### src/rtl/piezo_arbiter_if.sv
// ---------------------------------------------------------------------------
// piezo_arbiter_if
// Bundles the request/tone inputs and status outputs of the piezo arbiter.
//   master : watch top level (or bench). Drives ALARM_REQ, ALARM_TONE,
//            CHIME_REQ, CLICK_REQ and MUTE. Observes PIEZO, GRANT, BUSY
//            and CHIME_PEND.
//   slave  : piezo_arbiter. Mirror image of master.
// Signals:
//   ALARM_REQ   level, alarm active
//   ALARM_TONE  melody square wave
//   CHIME_REQ   one-cycle pulse at hour rollover
//   CLICK_REQ   one-cycle pulse per debounced button press
//   MUTE        level, blocks new chime/click requests
//   PIEZO       registered buzzer drive
//   GRANT       00 idle, 01 click, 10 chime, 11 alarm
//   BUSY        GRANT != 00
//   CHIME_PEND  a deferred chime is waiting
// ---------------------------------------------------------------------------
interface piezo_arbiter_if;
  logic       ALARM_REQ;
  logic       ALARM_TONE;
  logic       CHIME_REQ;
  logic       CLICK_REQ;
  logic       MUTE;
  logic       PIEZO;
  logic [1:0] GRANT;
  logic       BUSY;
  logic       CHIME_PEND;

  modport master (
    output ALARM_REQ, ALARM_TONE, CHIME_REQ, CLICK_REQ, MUTE,
    input  PIEZO, GRANT, BUSY, CHIME_PEND
  );

  modport slave (
    input  ALARM_REQ, ALARM_TONE, CHIME_REQ, CLICK_REQ, MUTE,
    output PIEZO, GRANT, BUSY, CHIME_PEND
  );
endinterface

### src/rtl/piezo_arbiter.sv
// ---------------------------------------------------------------------------
// piezo_arbiter
// Shares the PIEZO pin between the alarm melody, the hourly chime and the
// key-click beep with fixed priority alarm > chime > click. The chime and
// click tones are generated here; the alarm tone is passed through with one
// register of delay.
// Ports:
//   CLK     system clock
//   RESETN  synchronous active-low reset
//   bus     piezo_arbiter_if.slave (requests in, PIEZO/GRANT/BUSY/CHIME_PEND out)
// Parameters:
//   CLK_HZ     clock frequency; one ms tick every CLK_HZ/1000 clocks
//   CLICK_MS   click length in ms
//   CLICK_DIV  click half-period in clocks
//   CHIME_MS   length of each chime phase (beep, gap, beep) in ms
//   CHIME_DIV  chime half-period in clocks
// ---------------------------------------------------------------------------
module piezo_arbiter #(
  parameter int CLK_HZ    = 1000000,
  parameter int CLICK_MS  = 20,
  parameter int CLICK_DIV = 250,
  parameter int CHIME_MS  = 100,
  parameter int CHIME_DIV = 500
) (
  input  logic           CLK,
  input  logic           RESETN,
  piezo_arbiter_if.slave bus
);

  // State code doubles as the GRANT encoding.
  localparam logic [1:0] ST_IDLE  = 2'b00;
  localparam logic [1:0] ST_CLICK = 2'b01;
  localparam logic [1:0] ST_CHIME = 2'b10;
  localparam logic [1:0] ST_ALARM = 2'b11;

  localparam logic [1:0] PH_BEEP1 = 2'd0;
  localparam logic [1:0] PH_GAP   = 2'd1;
  localparam logic [1:0] PH_BEEP2 = 2'd2;

  localparam int PRE_TC  = CLK_HZ / 1000 - 1;
  localparam int PRE_W   = (PRE_TC > 0) ? $clog2(PRE_TC + 1) : 1;
  localparam int MS_MAX  = (CLICK_MS > CHIME_MS) ? CLICK_MS : CHIME_MS;
  localparam int MS_W    = (MS_MAX > 1) ? $clog2(MS_MAX) : 1;
  localparam int DIV_MAX = (CLICK_DIV > CHIME_DIV) ? CLICK_DIV : CHIME_DIV;
  localparam int DIV_W   = (DIV_MAX > 1) ? $clog2(DIV_MAX) : 1;

  logic [1:0]       state_q, state_d;
  logic [PRE_W-1:0] pre_q, pre_d;
  logic [MS_W-1:0]  ms_q, ms_d;
  logic [1:0]       phase_q, phase_d;
  logic [DIV_W-1:0] div_q, div_d;
  logic             piezo_q, piezo_d;
  logic             pend_q, pend_d;
  logic             busy_q;

  logic             ms_tick;
  logic             click_done;
  logic             phase_done;
  logic [DIV_W-1:0] div_tc;
  logic             div_wrap;
  logic             chime_new;

  assign ms_tick    = (pre_q == PRE_W'(PRE_TC));
  assign click_done = ms_tick && (ms_q == MS_W'(CLICK_MS - 1));
  assign phase_done = ms_tick && (ms_q == MS_W'(CHIME_MS - 1));
  assign div_tc     = (state_q == ST_CLICK) ? DIV_W'(CLICK_DIV - 1) : DIV_W'(CHIME_DIV - 1);
  assign div_wrap   = (div_q == div_tc);
  assign chime_new  = bus.CHIME_REQ && !bus.MUTE;

  // Next-state selection.
  always_comb begin
    state_d = state_q;
    case (state_q)
      ST_IDLE: begin
        if (bus.ALARM_REQ)                state_d = ST_ALARM;
        else if (pend_q || chime_new)     state_d = ST_CHIME;
        else if (bus.CLICK_REQ && !bus.MUTE) state_d = ST_CLICK;
      end
      ST_CLICK: begin
        if (bus.ALARM_REQ)   state_d = ST_ALARM;
        else if (click_done) state_d = ST_IDLE;
      end
      ST_CHIME: begin
        if (bus.ALARM_REQ)                          state_d = ST_ALARM;
        else if (phase_done && phase_q == PH_BEEP2) state_d = ST_IDLE;
      end
      default: begin
        if (!bus.ALARM_REQ) state_d = ST_IDLE;
      end
    endcase
  end

  // Pending chime: a chime accepted outside IDLE is remembered (one deep);
  // in IDLE the flag is only consumed, never set, so a chime pulse that
  // loses to the alarm in the same cycle is dropped.
  always_comb begin
    pend_d = pend_q;
    if (state_q == ST_IDLE) begin
      if (state_d == ST_CHIME) pend_d = 1'b0;
    end else if (chime_new) begin
      pend_d = 1'b1;
    end
  end

  // Timing counters and PIEZO drive.
  always_comb begin
    pre_d   = pre_q;
    ms_d    = ms_q;
    phase_d = phase_q;
    div_d   = div_q;
    piezo_d = piezo_q;
    if (state_d != state_q) begin
      // Any state entry restarts everything so durations are exact.
      pre_d   = '0;
      ms_d    = '0;
      phase_d = PH_BEEP1;
      div_d   = '0;
      piezo_d = (state_d == ST_ALARM) ? bus.ALARM_TONE : 1'b0;
    end else begin
      case (state_q)
        ST_CLICK: begin
          pre_d = ms_tick ? '0 : pre_q + PRE_W'(1);
          if (ms_tick) ms_d = ms_q + MS_W'(1);
          div_d = div_wrap ? '0 : div_q + DIV_W'(1);
          if (div_wrap) piezo_d = ~piezo_q;
        end
        ST_CHIME: begin
          pre_d = ms_tick ? '0 : pre_q + PRE_W'(1);
          if (phase_done) begin
            // Phase boundary: tone restarts low in the next phase.
            ms_d    = '0;
            phase_d = phase_q + 2'd1;
            div_d   = '0;
            piezo_d = 1'b0;
          end else begin
            if (ms_tick) ms_d = ms_q + MS_W'(1);
            if (phase_q == PH_GAP) begin
              div_d   = '0;
              piezo_d = 1'b0;
            end else begin
              div_d = div_wrap ? '0 : div_q + DIV_W'(1);
              if (div_wrap) piezo_d = ~piezo_q;
            end
          end
        end
        ST_ALARM: begin
          pre_d   = '0;
          ms_d    = '0;
          div_d   = '0;
          piezo_d = bus.ALARM_TONE;
        end
        default: begin
          pre_d   = '0;
          ms_d    = '0;
          phase_d = PH_BEEP1;
          div_d   = '0;
          piezo_d = 1'b0;
        end
      endcase
    end
  end

  always_ff @(posedge CLK) begin
    if (!RESETN) begin
      state_q <= ST_IDLE;
      pre_q   <= '0;
      ms_q    <= '0;
      phase_q <= PH_BEEP1;
      div_q   <= '0;
      piezo_q <= 1'b0;
      pend_q  <= 1'b0;
      busy_q  <= 1'b0;
    end else begin
      state_q <= state_d;
      pre_q   <= pre_d;
      ms_q    <= ms_d;
      phase_q <= phase_d;
      div_q   <= div_d;
      piezo_q <= piezo_d;
      pend_q  <= pend_d;
      busy_q  <= (state_d != ST_IDLE);
    end
  end

  assign bus.PIEZO      = piezo_q;
  assign bus.GRANT      = state_q;
  assign bus.BUSY       = busy_q;
  assign bus.CHIME_PEND = pend_q;

endmodule

### src/flat_wrapper.sv
// flat-port wrapper written by rule: the top's interface ports become plain ports
module piezo_arbiter_flat 
#(
  parameter int CLK_HZ    = 1000000,
  parameter int CLICK_MS  = 20,
  parameter int CLICK_DIV = 250,
  parameter int CHIME_MS  = 100,
  parameter int CHIME_DIV = 500
)
  (CLK, RESETN, bus_ALARM_REQ, bus_ALARM_TONE, bus_CHIME_REQ, bus_CLICK_REQ, bus_MUTE, bus_PIEZO, bus_GRANT, bus_BUSY, bus_CHIME_PEND);
  piezo_arbiter_if bus_i ();
  input  logic CLK;
  input  logic RESETN;
  input wire logic [$bits(bus_i.ALARM_REQ)-1:0] bus_ALARM_REQ;
  input wire logic [$bits(bus_i.ALARM_TONE)-1:0] bus_ALARM_TONE;
  input wire logic [$bits(bus_i.CHIME_REQ)-1:0] bus_CHIME_REQ;
  input wire logic [$bits(bus_i.CLICK_REQ)-1:0] bus_CLICK_REQ;
  input wire logic [$bits(bus_i.MUTE)-1:0] bus_MUTE;
  output wire logic [$bits(bus_i.PIEZO)-1:0] bus_PIEZO;
  output wire logic [$bits(bus_i.GRANT)-1:0] bus_GRANT;
  output wire logic [$bits(bus_i.BUSY)-1:0] bus_BUSY;
  output wire logic [$bits(bus_i.CHIME_PEND)-1:0] bus_CHIME_PEND;
  assign bus_i.ALARM_REQ = bus_ALARM_REQ;
  assign bus_i.ALARM_TONE = bus_ALARM_TONE;
  assign bus_i.CHIME_REQ = bus_CHIME_REQ;
  assign bus_i.CLICK_REQ = bus_CLICK_REQ;
  assign bus_i.MUTE = bus_MUTE;
  assign bus_PIEZO = bus_i.PIEZO;
  assign bus_GRANT = bus_i.GRANT;
  assign bus_BUSY = bus_i.BUSY;
  assign bus_CHIME_PEND = bus_i.CHIME_PEND;
  piezo_arbiter #(.CLK_HZ(CLK_HZ), .CLICK_MS(CLICK_MS), .CLICK_DIV(CLICK_DIV), .CHIME_MS(CHIME_MS), .CHIME_DIV(CHIME_DIV)) u_core (.CLK(CLK), .RESETN(RESETN), .bus(bus_i));
endmodule
### config.mk
export PLATFORM = sky130hd
export DESIGN_NAME = piezo_arbiter_flat
export DESIGN_NICKNAME = d
export VERILOG_FILES = /design/src/rtl/piezo_arbiter_if.sv /design/src/rtl/piezo_arbiter.sv /design/src/flat_wrapper.sv
export SDC_FILE = /design/constraint.sdc
export NUM_CORES = 1
export LEC_CHECK = 0
export BUFFER_PORTS_ARGS = -buffer_cell sky130_fd_sc_hd__buf_4
export CAP_MARGIN = 15
export CORE_UTILIZATION = 31
export CTS_BUF_LIST = sky130_fd_sc_hd__clkbuf_4 sky130_fd_sc_hd__clkbuf_8
export DETAILED_ROUTE_END_ITERATION = 7
export SLEW_MARGIN = 15
export SYNTH_ARGS = -nofsm -noshare
export SYNTH_HDL_FRONTEND = slang
export SYNTH_SLANG_ARGS = --single-unit
### constraint.sdc
create_clock -name CLK -period 2.8 [get_ports CLK]
set_input_delay 0.42 -clock CLK [delete_from_list [all_inputs] [get_ports CLK]]
set_output_delay 0.42 -clock CLK [all_outputs]
set_load 0.02 [all_outputs]
# After elaboration in Yosys (flattened, before gate mapping)
# Cells that the tools add are included.
# W data, S select, Z words.
# totals
register_bits,33
output_inout_bits,5
# op_classes
add_sub_neg,4
n_eq_ne,14
mux,28
n_bitwise,4
n_reduce_logical,16
# op_table
cell,count
$mux W9,4
$mux W2,9
$pmux W9 S2,1
$mux W7,2
$pmux W7 S2,1
$add A10 B1 Y10 const B,1
$eq A10 B10 Y1 const B,1
$eq A2 B2 Y1 const B,5
$add A9 B1 Y9 const B,1
$eq A9 B9 Y1,1
$mux W1,8
$add A7 B1 Y7 const B,1
$eq A7 B5 Y1 const B,1
$eq A7 B7 Y1 const B,1
$pmux W2 S3,1
$reduce_or A2 Y1,3
$logic_and A1 B1 Y1,5
$eq A2 B1 Y1 const B,2
$not A1 Y1,4
$pmux W2 S2,1
$reduce_and A2 Y1,2
$reduce_bool A2 Y1,2
$reduce_or A4 Y1,1
$pmux W1 S3,1
other kinds (7),7

# Longest topological paths before layout
# logic_depth
ltp_word,9
mapped_depth,10
ltp_nobuf,8

# Worst setup path after synthesis
# Ideal clock, no wire load.
# synth_path
path_type,reg-to-reg
start,register u_core.state_q[0] (netlist: u_core.bus.GRANT[0])
end,register u_core.div_q[7]
setup_time_ns,0.088
arrival_time_ns,2.431
t_required_ns,2.712
setup_slack_ns,0.281
path_stages_with_launch,10
path_buffers,2
period_less_slack_ns,2.519
path_cell_list,dfxtp_1 > ha_1 > clkbuf_1 > a21oi_1 > a211o_1 > o311a_1 > a31oi_1 > nand4b_4 > buf_6 > nor4_2
# synth_between
elab_chain_cells,7
elab_cells_between_ends,20
classes_between,4 x eq/ne; 14 x mux; 2 x reduce/logical
# synth_rtl
item,line_no,source
from (decl),piezo_arbiter.sv:47,"logic [1:0] state_q, state_d;"
from (signal assigned),piezo_arbiter.sv:174,state_q <= state_d;
$eq A2 B1 Y1,"piezo_arbiter.sv:66, piezo_arbiter.sv:73, piezo_arbiter.sv:120",
$mux W9,piezo_arbiter.sv:66,assign div_tc = (state_q == ST_CLICK) ? DIV_W'(CLICK_DIV - 1) : DIV_W'(CHIME_DIV - 1);
$eq A9 B9 Y1,piezo_arbiter.sv:67,assign div_wrap = (div_q == div_tc);
$mux W9,"piezo_arbiter.sv:124, piezo_arbiter.sv:141",
$mux W9,piezo_arbiter.sv:137,if (phase_q == PH_GAP) begin
$mux W9,piezo_arbiter.sv:129,if (phase_done) begin
$pmux W9 S2,piezo_arbiter.sv:120,case (state_q)
to (signal assigned),piezo_arbiter.sv:178,div_q <= div_d;
to (decl),piezo_arbiter.sv:51,"logic [DIV_W-1:0] div_q, div_d;"
# Several ways; a longest one is shown, not always the timed one.
# A chain may end at the register's enable or synchronous reset.

# Worst setup path in the final report
# layout_path
start,register u_core.state_q[0] (netlist: u_core.bus.GRANT[0])
end,register u_core.div_q[2]
# Same word-level chain as after synthesis.

==> summary.txt <==
GRT Overall Usage -> 13.4%
share of cells above drive strength 1 -> 21.8%
fin area -> 2280 sq um
CTS Sinks -> 33
Syn Area/Cell -> 8.92 sq um
TritonCTS clock tree -> done
Post-CTS Setup Inserts -> 0
slowest CP cell -> dfxtp_1
Setup Skew -> 0.0108 ns
placed cell areas -> 2190 sq um
leak pwr -> 0.782 nW
max-cap check violation count -> 0
ant diodes -> 0
Wirelength per Cell -> 12.7 microns
via count -> 1661
Die Footprint -> 6680 sq um
Hold Crit Class -> in -> reg
Final HPWL DP -> 2.98 mm
Die W -> 81.8 microns
register area share after synthesis -> 33.5%
Synth-to-Final Area Change -> 15.7%
Top delay family on crit path -> compound AO/OA/AOI/OAI gates
outcome -> complete, no violations
Cells after DPL -> 310
max incr delay on CP -> 0.55 ns
Non-Filler Instances -> 318
drt total wl -> 4.05 mm
core footprint -> 6030 sq um
Final period util -> 90.4%
Worst slew margin -> 59.7%
H-tree depth -> 2
router iterations before antenna repair -> 4
Setup CP Type -> reg -> reg
number of port buffers -> 11
Initial Util -> 32.7%
area of the multi-input gates -> 1230 sq um
final hold vios -> 0
Rows -> 28
CTS-repair resized insts -> 0
critical path launch point type -> flop
Synth Net Count -> 237
clock root cell -> clkbuf_8
CTS Hold Buffers Added -> 0
TNS Setup -> 0 ns
clk slew on worst S/H paths -> 0.07 ns
# IOs -> 12
Final setup viols -> 0
warning count from the yosys run -> 0
Post-Syn Area -> 1970 sq um
DRC -> 0
DRT iter0 DRCs -> 115
vias in the first global route -> 1508
Placer Congestion -> 0.807
max-slew violations -> 0
first-pass GRT wire length -> 6.84 mm
Die Span Y -> 81.8 microns
antenna-violating nets left -> 0
Final Util -> 37.9%
Unique masters post-synth -> 51
layout net count -> 258
CP endpoint kind -> flop
Critical Path RT -> 2.98 ns
Worst Tran Pin Value -> 0.590 ns
register area -> 661 sq um
Filler cells -> 599
clock buffers created by TritonCTS -> 5
clk_lat worst skew -> 0.29 ns
largest net degree at the start of global routing -> 18
buffer and inverter count on the worst path -> 2
Peak Freq -> 395 MHz
Tmin final -> 2.53 ns
RSZ-0062 raised after global routing -> no
GR Overflow Total -> 0
Peak VDD IR -> 0.208 mV
clk buf depth -> 2
Vias per Instance -> 5.22
synthesized flop and latch total -> 33
cells after synthesis -> 221
critical path arrival -> 2.71 ns
Worst Path Max Fanout -> 11
worst-path cell chain -> inv_1 > ha_1 > nor2b_1 > a21oi_1 > o311ai_0 > o211ai_1 > nand4b_4 > buf_4 > nor4_1
power density over the cells -> 759 nW/um^2
initial antenna violation count -> 0
==> cells in the final DEF, fill, tap and decap left out, types with 2 or more instances in the layout <==
| cell type | Yosys | layout |
|---|---|---|
| a21o_1 | 2 | 2 |
| clkbuf_8 | 0 | 5 |
| nand2b_1 | 2 | 2 |
| nor3_1 | 9 | 9 |
| or4_1 | 2 | 2 |
| a211o_1 | 2 | 2 |
| nor2_1 | 16 | 16 |
| clkinv_2 | 0 | 2 |
| dfxtp_1 | 33 | 33 |
| a2111oi_0 | 2 | 2 |
| and3_1 | 3 | 3 |
| nor4_1 | 6 | 6 |
| nor2b_1 | 4 | 4 |
| o211ai_1 | 4 | 4 |
| mux2i_1 | 2 | 2 |
| nor4_2 | 2 | 2 |
| xnor2_1 | 12 | 12 |
| ha_1 | 9 | 8 |
| o21ai_0 | 4 | 4 |
| and2_1 | 3 | 3 |
| nand4_1 | 9 | 9 |
| nor3_2 | 9 | 9 |
| nor3b_1 | 2 | 2 |
| nand3_1 | 8 | 8 |
| nor4bb_1 | 3 | 3 |
| a31oi_1 | 2 | 2 |
| a21oi_1 | 6 | 6 |
| inv_1 | 9 | 9 |
| xor2_1 | 9 | 9 |
| nand2_1 | 19 | 19 |
| buf_4 | 1 | 23 |
==> layout make-up <==
| class | instances | area share (%) |
|---|---|---|
| Clock buffer | 6 | 3.35 |
| Clock inverter | 2 | 0.439 |
| Inverter | 9 | 1.48 |
| Multi-Input combinational cell | 170 | 54.1 |
| Sequential cell | 33 | 29.0 |
| Tap cell | 75 | 4.11 |
| Timing Repair Buffer | 23 | 7.57 |
==> layer usage <==
layer	GRT usage, %	share of wire, %	vias to the layer above
met5	0	0	-
met4	7.02	3.0	0
met3	2.78	3.0	11
met2	21.1	46	27
met1	17.0	48	772
li1	-	-	851
==> synthesized netlist by cell type (all sizes together) <==
cell type	instances	area share, %
and4	1	0.44
xor2	9	4.0
nor2	16	3.0
or3b	1	0.44
a22o	1	0.89
nand4	9	2.9
o21ai	4	1.0
a2bb2oi	1	0.44
ha	9	5.7
a2111oi	3	1.6
o311a	1	0.51
or2	1	0.32
or4b	1	0.51
nand4b	1	1.2
nor4	8	3.2
nand3	8	2.0
clkbuf	6	1.1
a31o	1	0.44
o32ai	1	0.44
o2111a	1	0.57
nor3	18	6.9
o21a	1	0.38
mux2i	2	1.0
inv	9	1.7
nand2	19	3.6
buf	3	1.2
nor3b	3	1.4
nor4bb	3	1.5
or4	2	0.76
dfxtp	33	34
o311ai	1	0.44
a21oi	6	1.5
nor2b	4	1.3
and3	3	0.95
o211ai	5	2.2
a21o	2	0.76
nand2b	2	0.63
a211o	2	0.89
a31oi	3	1.3
xnor2	12	5.3
and2	3	0.95
a211oi	2	1.0
==> worst reg2reg max path: stages (launching register included) <==
cell and delay [ns]:
dfxtp_1 0.55, inv_1 0.18, ha_1 0.27, nor2b_1 0.16, a21oi_1 0.16, o311ai_0 0.13
o211ai_1 0.39, nand4b_4 0.16, buf_4 0.19, nor4_1 0.24
==> cell families (layout without fill, tap and decap cells) <==
group | count (synthesis) | count (layout) | synth area share [%]
AOI/OAI and AO/OA | 35 | 35 | 14.4
xor gates and xnor gates | 21 | 21 | 9.33
adders and majority gates | 9 | 9 | 5.71
buffers and inverters | 18 | 40 | 4.06
DFF | 33 | 33 | 33.5
muxes | 2 | 2 | 1.02
and+or+nand+nor | 103 | 103 | 32.0
==> power by group <==
part / total, mW / internal, mW / switching (mW)
combinational: 0.820 / 0.338 / 0.483
clock: 0.357 / 0.182 / 0.175
sequential: 0.554 / 0.508 / 0.0463
total: 1.73 / 1.03 / 0.704
==> sequential cells by signal (all words and copies together) (netlist names) <==
register,cells
u_core.bus.BUSY,1
u_core.bus.CHIME_PEND,1
u_core.bus.GRANT,2
u_core.bus.PIEZO,1
u_core.div_q,9
u_core.ms_q,7
u_core.phase_q,2
u_core.pre_q,10
==> worst paths after layout <==
path,from,to,slack [ns],cells after the start
hold reg to reg,u_core.pre_q[0]$_SDFF_PP0_,u_core.pre_q[0]$_SDFF_PP0_,0.48,1
setup reg to reg,u_core.bus.GRANT[0]$_SDFF_PN0_,u_core.div_q[2]$_SDFF_PP0_,0.27,9
setup / recovery,u_core.bus.GRANT[0]$_SDFF_PN0_,u_core.div_q[2]$_SDFF_PP0_,0.27,9
hold / removal,RESETN,u_core.bus.BUSY$_SDFF_PN0_,0.41,2
==> metrics by stage <==
stage	hold WS, ns	total power [mW]	worst slack (ns)
2_1_floorplan	0.441	1.14	0.281
3_5_place_dp	0.465	1.37	0.260
6_report	0.406	1.73	0.267
5_1_grt	0.410	1.85	0.0309
3_3_place_gp	0.457	1.37	0.318
4_1_cts	0.397	1.74	0.224
(Power assumes the default switching activity.)
